**src/rtl/fir_out_checker_fifo.sv**
```systemverilog
// chk_fifo: single-clock FIFO holding expected samples until the filter output arrives
module chk_fifo #(
    parameter int W = 11,
    parameter int DEPTH = 8
) (
    input  logic clk_i,
    input  logic rst_i,
    input  logic push_i,
    input  logic pop_i,
    input  logic [W-1:0] din_i,
    output logic [W-1:0] head_o,
    output logic full_o,
    output logic empty_o,
    output logic [$clog2(DEPTH):0] cnt_o
);
    localparam int AW = $clog2(DEPTH);
    localparam logic [AW:0] FULL_CNT = (AW+1)'(DEPTH);
    logic [W-1:0] mem_q [DEPTH];
    logic [AW-1:0] wr_q, rd_q;
    logic [AW:0] cnt_q;
    logic wr_en, rd_en;
    always_comb begin
        rd_en = pop_i && cnt_q != '0;
        wr_en = push_i && (cnt_q != FULL_CNT || rd_en);
    end
    always_ff @(posedge clk_i) begin
        if (wr_en) mem_q[wr_q] <= din_i;
    end
    always_ff @(posedge clk_i) begin
        if (rst_i) begin
            wr_q <= '0;
            rd_q <= '0;
            cnt_q <= '0;
        end else begin
            if (wr_en) wr_q <= wr_q + 1'b1;
            if (rd_en) rd_q <= rd_q + 1'b1;
            cnt_q <= cnt_q + {{AW{1'b0}}, wr_en} - {{AW{1'b0}}, rd_en};
        end
    end
    assign head_o = mem_q[rd_q];
    assign full_o = cnt_q == FULL_CNT;
    assign empty_o = cnt_q == '0;
    assign cnt_o = cnt_q;
endmodule

```
**config.mk**
```make
export PLATFORM = sky130hd
export DESIGN_NAME = chk_fifo
export DESIGN_NICKNAME = d
export VERILOG_FILES = /design/src/rtl/fir_out_checker_fifo.sv
export SDC_FILE = /design/constraint.sdc
export NUM_CORES = 1
export LEC_CHECK = 0
export ABC_AREA = 1
export ABC_CLOCK_PERIOD_IN_PS = 1900
export BUFFER_PORTS_ARGS = -buffer_cell sky130_fd_sc_hd__buf_2
export CAP_MARGIN = 25
export CORE_UTILIZATION = 53
export CTS_CLUSTER_DIAMETER = 80
export DETAILED_ROUTE_END_ITERATION = 10
export PLACE_DENSITY = 0.75
export SLEW_MARGIN = 10
export SYNTH_ARGS = -nofsm -noshare
export SYNTH_HDL_FRONTEND = slang
export SYNTH_SLANG_ARGS = --single-unit
```
**constraint.sdc**
```tcl
create_clock -name clk_i -period 1.9 [get_ports clk_i]
set_input_delay 0.38 -clock clk_i [delete_from_list [all_inputs] [get_ports clk_i]]
set_output_delay 0.38 -clock clk_i [all_outputs]
set_load 0.03 [all_outputs]
```
[Word-level counts from Yosys, hierarchy flattened]
Memories as Yosys holds them, arrays and structs flattened. A register that Yosys moved wholly into a read port is not among the register bits.
Index checks and enable logic that the tools add are counted.
Word-level totals
  input port bits: 15
  logic and storage cells: 19
  output and inout bits: 17
  ROM bits: 0
  RAM bits: 88
  bits in latches: 0
  flip-flop bits (word level): 10
  memories kept: 1
Cells by class
  eq/ne operators: 2
  bitwise gates (word level): 0
  div/mod/pow operators: 0
  order comparisons: 0
  reduce and logical (&&, ||, !) cells: 5
  multiply operators: 0
  add/subtract/negate cells: 4
  mux-type cells: 4
  shift operators: 0
Memories
  mem_q: words 8, bits a word 11, rd ports 1, clocked after Yosys merged registers in 1, write ports 1, RTL line 18  | logic [W-1:0] mem_q [DEPTH];
Operators by type and width (number)
  $add A3 B1 Y3 const B: 2
  $mux W3: 2
  $add A4 B1 Y4: 1
  $eq A4 B4 Y1 const B: 1
  $logic_not A4 Y1: 1
  $ne A4 B4 Y1 const B: 1
  $reduce_bool A4 Y1: 1
  $sub A4 B1 Y4: 1
  $logic_and A1 B1 Y1: 2
  $mux W1: 2
  $logic_or A1 B1 Y1: 1

[Logic depth before layout (Yosys ltp)]
Gate-level depths: netlist of the first run.
  word-level depth: 6
  depth in mapped cells: 14
  depth with buffers taken out: 14

[Least setup slack after synthesis of the first run]
Ideal clock, no wire load.
  path kind: register to register
  from: reg cnt_q[2] (netlist: cnt_o[2])
  to: mem mem_q[0][0], enable pin
  arrival time: 2.071 ns
  stages on the path, launching flop included: 7
  data required time: 1.507 ns
  slack: -0.564 ns
  cell sequence: dfxtp_1 inv_1 ha_1 nor3b_2 nand2_4 nand2_2 nor3_1
Between the ends
  word-level cells in the longest chain between the ends: 6
  elaborated cells between the ends (all ways): 7
  those cells by class: eq/ne (1); mux (2); reduce/logical (4)
RTL lines
  start, declared: RTL line 20  | logic [AW:0] cnt_q;
  start signal, assigned: RTL line 37  | cnt_q <= cnt_q + {{AW{1'b0}}, wr_en} - {{AW{1'b0}}, rd_en};
  $reduce_bool A4 Y1: RTL line 23  | rd_en = pop_i && cnt_q != '0;
  $logic_and A1 B1 Y1: RTL line 23
  $logic_or A1 B1 Y1 *: RTL line 24  | wr_en = push_i && (cnt_q != FULL_CNT || rd_en);
  $logic_and A1 B1 Y1 *: RTL line 24
  $mux W1 *: RTL line 27  | if (wr_en) mem_q[wr_q] <= din_i;
  $mux W1 (implied by the code) *: RTL line 27
  end, declared: RTL line 18
Every way passes the cells marked *; elsewhere a longest branch is shown, timed or not.

==> results.py, run 1 <==
metrics = {
    "worst_setup_path": {
        "r2r-start": "cnt_o[2]",
        "r2r-end": "cnt_o[1]",
        "r2r_cells": 10,
        "slowest_delay_ps": 440,
        "rrSetupSlack_ps": 60,
        "crit_path_cell_trace": "buf_6 -> nor2_1 -> nor2_1 -> o21ai_0 -> o21ai_0 -> nand2_1 -> nand2_1 -> buf_6",
        "critPathRequiredTime_ps": 1520,
        "setup.worst_path.start_class": "register",
        "crit_slowest_cell": "dfxtp_4",
        "critPathMaxFanout": 11,
        "cp.arrival_ps": 1590,
        "end_kind": "output port",
        "crit_type": "register to output port",
    },
    "sta": {
        "worst_slew_pin_slew_ps": 548,
        "min_period_over_period": 1.04,
        "fin_crit_ps": 1970,
        "hold_viol": 0,
        "final-setup-viol-count": 10,
        "drv_slew": 0,
        "rsz0062_at_grt": "yes",
        "max_freq_mhz": 507,
        "fin_ws_ps": -72.6,
        "slew_headroom": 0.634,
        "skew_ps": 13.9,
    },
    "global_routing": {
        "grt_max_degree": 45,
        "grt_first_pass_wirelength_um": 13500,
        "antenna_found_initial": 0,
        "gr-total-overflow": 0,
        "grt_usage": 0.221,
        "grt_pass1_vias": 2804,
    },
    "route": {
        "route.detailed.drc": 0,
        "post_drt_wl_per_cell_um": 16.1,
        "wl_um": 8420,
        "avgViaCountPerCell": 5.32,
        "drt_iter0_markers": 182,
        "drtAntennaViolNets": 0,
        "vias": 2782,
        "first_pass_iters": 4,
    },
    "place": {
        "io_buffers": 31,
        "postPlaceCellArea_mm2": 0.00464,
        "place.gp.congestion": 0.767,
        "placedCellCount": 500,
        "hpwl_um": 5230,
    },
    "clock_tree": {
        "cts-root-buf": "clkbuf_8",
        "cts_tree": "yes",
        "cts_htree_levels": 3,
        "insertion_delay_ps": 370,
        "cts_made_buffers": 9,
        "cts.clk_slew.worst_paths_ps": 90,
        "clk_path_buf_depth": 2,
        "postCtsHoldBufs": 0,
        "cts.sinks": 101,
    },
    "synth": {
        "yosysWarnings": 0,
        "async_flop_share": 0,
        "avgSynthCellArea_um2": 11.5,
        "synth_cell_types": 23,
        "synth_common_cells": "88 x edfxtp_1, 79 x nor2_1, 57 x o21ai_0",
        "synth.most_common_cell": "edfxtp_1",
        "synth_edf_count": 88,
        "synth_top_area_frac": 0.635,
        "dominantRegCellSynth": "edfxtp_1",
        "ys_ff_latch": 101,
        "synth_cells": 363,
        "syn-num-nets": 386,
        "seq_area_frac_synth": 0.697,
        "synth_area_leaders": "edfxtp_1 63%, nor2_1 7.1%, o21ai_0 6.9%",
        "synth_area_mm2": 0.00416,
        "synth_top_cell_by_area": "edfxtp_1",
    },
    "min_path": {
        "holdPathEnd": "cnt_o[1]",
        "hold_start": "rst_i",
        "holdPathStages": 2,
        "hp-class": "input port to register",
    },
    "finish": {
        "post-route-cell-area_mm2": 0.00509,
        "final_cell_count_no_fill": 523,
        "syn_to_final_growth_pct": 22.3,
        "nets": 442,
        "drive_gt1_frac": 0.271,
        "antennaDiodeCount": 0,
    },
    "power": {
        "vdd.ir_drop.worst_mv": 0.995,
        "switchingPower_mw": 2.39,
        "power_frac_clock": 0.214,
        "p_leak_nw": 1.91,
        "power.density_mw_per_mm2": 1340,
        "sequentialPowerShare": 0.407,
        "p_comb_frac": 0.379,
        "p_sw_frac": 0.351,
        "intPower_mw": 4.42,
    },
    "die": {
        "io_pins": 32,
        "chipWidth_um": 90.6,
        "fp.dieH_um": 90.6,
        "core-area_mm2": 0.00741,
        "initial_core_util": 0.562,
        "die-area_mm2": 0.00821,
        "rows": 31,
    },
    "run_status": {
        "violations": "setup timing",
        "status": "finished with violations",
    },
    "flow_run": {
        "cap_violations": 0,
    },
}
[state kept, by name, summed over array words and instances, names as in the netlist, named ones only]
| register | count |
|---|---|
| rd_q | 3 |
| cnt_o | 4 |
| wr_q | 3 |
| mem_q | 88 |
[final cells by class]
cell class / count / area, um2
timing repair buffer: 62 / 539
multi-input combinational: 228 / 1230
tap: 99 / 124
clock buffer: 10 / 128
fill: 532 / 2320
clock inverter: 6 / 85.1
sequential: 101 / 2920
inverter: 17 / 73.8
[cell families (layout without fill, tap and decap cells)]
group / after synthesis / after routing / synth area share
compound gates: 77 / 77 / 0.0926
xor+xnor: 1 / 1 / 0.00210
fa+ha+maj: 8 / 8 / 0.0258
simple gates: 142 / 142 / 0.141
buf+inv: 34 / 95 / 0.0412
flops: 101 / 101 / 0.697
[power groups by stage]
stage / clock network (mW) / registers (mW) / logic, mW
after global placement: 0 / 2.78 / 2.02
final: 1.45 / 2.77 / 2.58
after CTS: 1.47 / 2.76 / 2.42
after global routing: 1.55 / 2.79 / 2.85
after detailed placement: 0 / 2.79 / 2.08
after floorplan: 0 / 2.84 / 1.47
[placed cells by master, fill, tap and decap left out, types with 2 or more instances in the layout]
cell type / Yosys / layout
dfxtp_4: 0 / 3
a21oi_1: 9 / 8
ha_4: 0 / 2
nor2_1: 79 / 70
o21ai_1: 11 / 38
inv_1: 16 / 14
buf_6: 2 / 13
nand3_1: 5 / 4
buf_2: 6 / 20
o21ai_0: 57 / 30
buf_12: 0 / 6
nor3_4: 0 / 4
bufinv_16: 0 / 2
ha_1: 7 / 4
nand2_4: 2 / 3
dfxtp_1: 13 / 8
buf_4: 4 / 23
nor2_2: 0 / 8
dfxtp_2: 0 / 2
nand2_2: 2 / 7
clkbuf_8: 0 / 9
nand2_1: 48 / 42
edfxtp_1: 88 / 88
[per-layer routing]
metal,track usage,vias to the layer above,wire (um),share of wire
met1,0.264,1329,3520,0.42
met3,0.0463,28,384,0.046
met4,0.121,0,276,0.033
met2,0.372,61,4230,0.50
li1,-,1364,-,-
met5,0,-,0,0
[worst max-delay path by stage]
stage | startpoint | end | slack [ps] | cells past startpoint
finish | register | head_o[5] | -70 | 8
global placement | cnt_o[2] | cnt_o[2] | 40 | 12
CTS | register | head_o[9] | -90 | 8
floorplan | cnt_o[2] | cnt_o[1] | -120 | 10
detailed placement | cnt_o[2] | cnt_o[2] | -30 | 12
global route | register | head_o[5] | -190 | 8
[per-stage QoR]
stage	hold WS, ps	TNS [ps]	total power [mW]	util	worst slack, ps
after floorplan	444	-146	4.30	-	-121
after global placement	481	0	4.80	0.626	44.4
after detailed placement	497	-25.5	4.87	0.626	-25.5
after CTS	205	-532	6.64	0.676	-93.2
after global routing	201	-1620	7.19	0.687	-189
final	209	-329	6.81	0.687	-72.6
[worst max-delay path, delay by kind of cell (launching register included)]
family / cells / cell delay (ps)
compound gates: 2 / 160
buf+inv: 2 / 290
flops: 1 / 440
simple gates: 4 / 310
[timing repair]
item,in CTS,in global routing
buffers inserted,5,2
pin swaps,2,5
endpoints found under the setup margin,12,20
gates resized for setup,57,21
Note: power is estimated with default switching activity, not from simulation.
==> inputs of run 2 (changes only) <==
- CTS_BUF_LIST: unset -> sky130_fd_sc_hd__clkbuf_4 sky130_fd_sc_hd__clkbuf_8 sky130_fd_sc_hd__clkbuf_16
==> run 2 against run 1 <==
Compared with the run above: the flow still finishes with violations (setup timing); hold slack better by 9.3 ps; routed wire length about the same; cell count stayed put; maximum frequency is 0.52% higher; clock skew fell by 0.83 ps; critical path type unchanged; largest cell class unchanged.
==> results.py, run 2 (synthesis gave the netlist of run 1 again) <==
metrics = {
    "worst_setup_path": {
        "setup.worst_path.start_class": "register",
        "rrSetupSlack_ps": 60,
        "critPathRequiredTime_ps": 1520,
        "critPathMaxFanout": 11,
        "cp.arrival_ps": 1580,
        "end_kind": "output port",
        "crit_type": "register to output port",
    },
    "finish": {
        "final_cell_count_no_fill": 523,
        "drive_gt1_frac": 0.274,
        "nFillCells": 532,
        "largest_register_ffs": 88,
        "antennaDiodeCount": 0,
        "post-route-cell-area_mm2": 0.00510,
        "final_cell_mix": "88 x edfxtp_1, 70 x nor2_1, 42 x nand2_1",
        "nets": 442,
        "multiInputGateArea_mm2": 0.00123,
        "ff_latch_area_mm2": 0.00292,
        "final_common_cell": "edfxtp_1",
        "largest_register": "mem_q",
        "syn_to_final_growth_pct": 22.4,
    },
    "global_routing": {
        "grt_usage": 0.221,
        "grt_max_degree": 45,
        "antenna_found_initial": 0,
        "grt_first_pass_wirelength_um": 13500,
        "gr-total-overflow": 0,
        "grt_pass1_vias": 2804,
    },
    "route": {
        "drt_iter0_markers": 182,
        "vias": 2783,
        "avgViaCountPerCell": 5.32,
        "first_pass_iters": 4,
        "post_drt_wl_per_cell_um": 16.1,
        "route.detailed.drc": 0,
        "wl_um": 8410,
        "drtAntennaViolNets": 0,
    },
    "power": {
        "p_leak_nw": 1.91,
        "power.density_mw_per_mm2": 1340,
        "vdd.ir_drop.worst_mv": 0.994,
        "p_total_mw": 6.82,
    },
    "sta": {
        "slew_headroom": 0.633,
        "rsz0062_at_grt": "yes",
        "worst_slew_pin_slew_ps": 550,
        "skew_ps": 13.1,
        "fin_crit_ps": 1960,
        "hold_viol": 0,
        "drv_slew": 0,
        "min_period_over_period": 1.03,
        "max_freq_mhz": 510,
        "fin_ws_ps": -62.4,
        "hold_ws_ps": 219,
        "final-setup-viol-count": 10,
    },
    "clock_tree": {
        "cts_htree_levels": 3,
        "cts-root-buf": "clkbuf_8",
        "cts_made_buffers": 9,
        "cts.sinks": 101,
        "clk_path_buf_depth": 2,
        "cts.clk_slew.worst_paths_ps": 90,
        "insertion_delay_ps": 370,
        "cts_tree": "yes",
    },
    "run_status": {
        "status": "finished with violations",
        "violations": "setup timing",
    },
    "die": {
        "io_pins": 32,
        "core-area_mm2": 0.00741,
        "fp.dieH_um": 90.6,
        "die-area_mm2": 0.00821,
        "chipWidth_um": 90.6,
        "initial_core_util": 0.562,
        "rows": 31,
    },
    "place": {
        "place.gp.congestion": 0.767,
        "postPlaceCellArea_mm2": 0.00464,
        "io_buffers": 31,
        "hpwl_um": 5230,
        "placedCellCount": 500,
    },
    "min_path": {
        "hp-class": "input port to register",
    },
    "flow_run": {
        "cap_violations": 0,
    },
}
## run 2: metrics by stage
stage / setup slack (ps) / TNS (ps) / utilization
6_report: -62.4 / -262 / 0.688
5_1_grt: -189 / -1620 / 0.688
4_1_cts: -93.2 / -532 / 0.676
3_5_place_dp: -25.5 / -25.5 / 0.626
3_3_place_gp: 44.4 / 0 / 0.626
2_1_floorplan: -121 / -146 / -
## run 2: area by class of cell
class,count,share of cell area
tap,99,0.0243
clock buffer,10,0.0258
sequential,101,0.572
inverter,17,0.0145
clock inverter,6,0.0167
timing repair buffer,62,0.106
multi-input combinational,228,0.241
## run 2: worst paths after layout
| kind | startpoint | to | depth (start not counted) |
|---|---|---|---|
| hold / removal | rst_i | cnt_o[1] | 2 |
| hold reg to reg | rd_q[2] | rd_q[2] | 2 |
| setup reg to reg | cnt_o[2] | cnt_o[1] | 10 |
| setup / recovery | register | head_o[5] | 8 |
## run 2: worst max-delay path: stages (launching register included)
cell	delay, ps
dfxtp_4	440
buf_6	160
nor2_1	60
nor2_1	100
o21ai_0	90
o21ai_0	70
nand2_1	60
nand2_1	90
buf_6	130
## run 2: power by group
group / switching, mW / internal, mW
combinational: 1.53 / 1.06
clock: 0.710 / 0.754
sequential: 0.152 / 2.62
total: 2.39 / 4.43
## run 2: what timing repair did
action,4_1_cts,5_1_grt
resized for setup,57,21
hold buffers,0,0
pin swaps,2,5
endpoints found under the hold margin,0,0
setup buffers,5,2
setup endpoints to repair,12,20
## run 2: routing by layer
metal / vias up / wire length, um / global-route usage
met5: - / 0 / 0
met4: 0 / 280 / 0.121
met3: 26 / 364 / 0.0463
met2: 74 / 4260 / 0.372
met1: 1322 / 3500 / 0.264
li1: 1361 / - / -
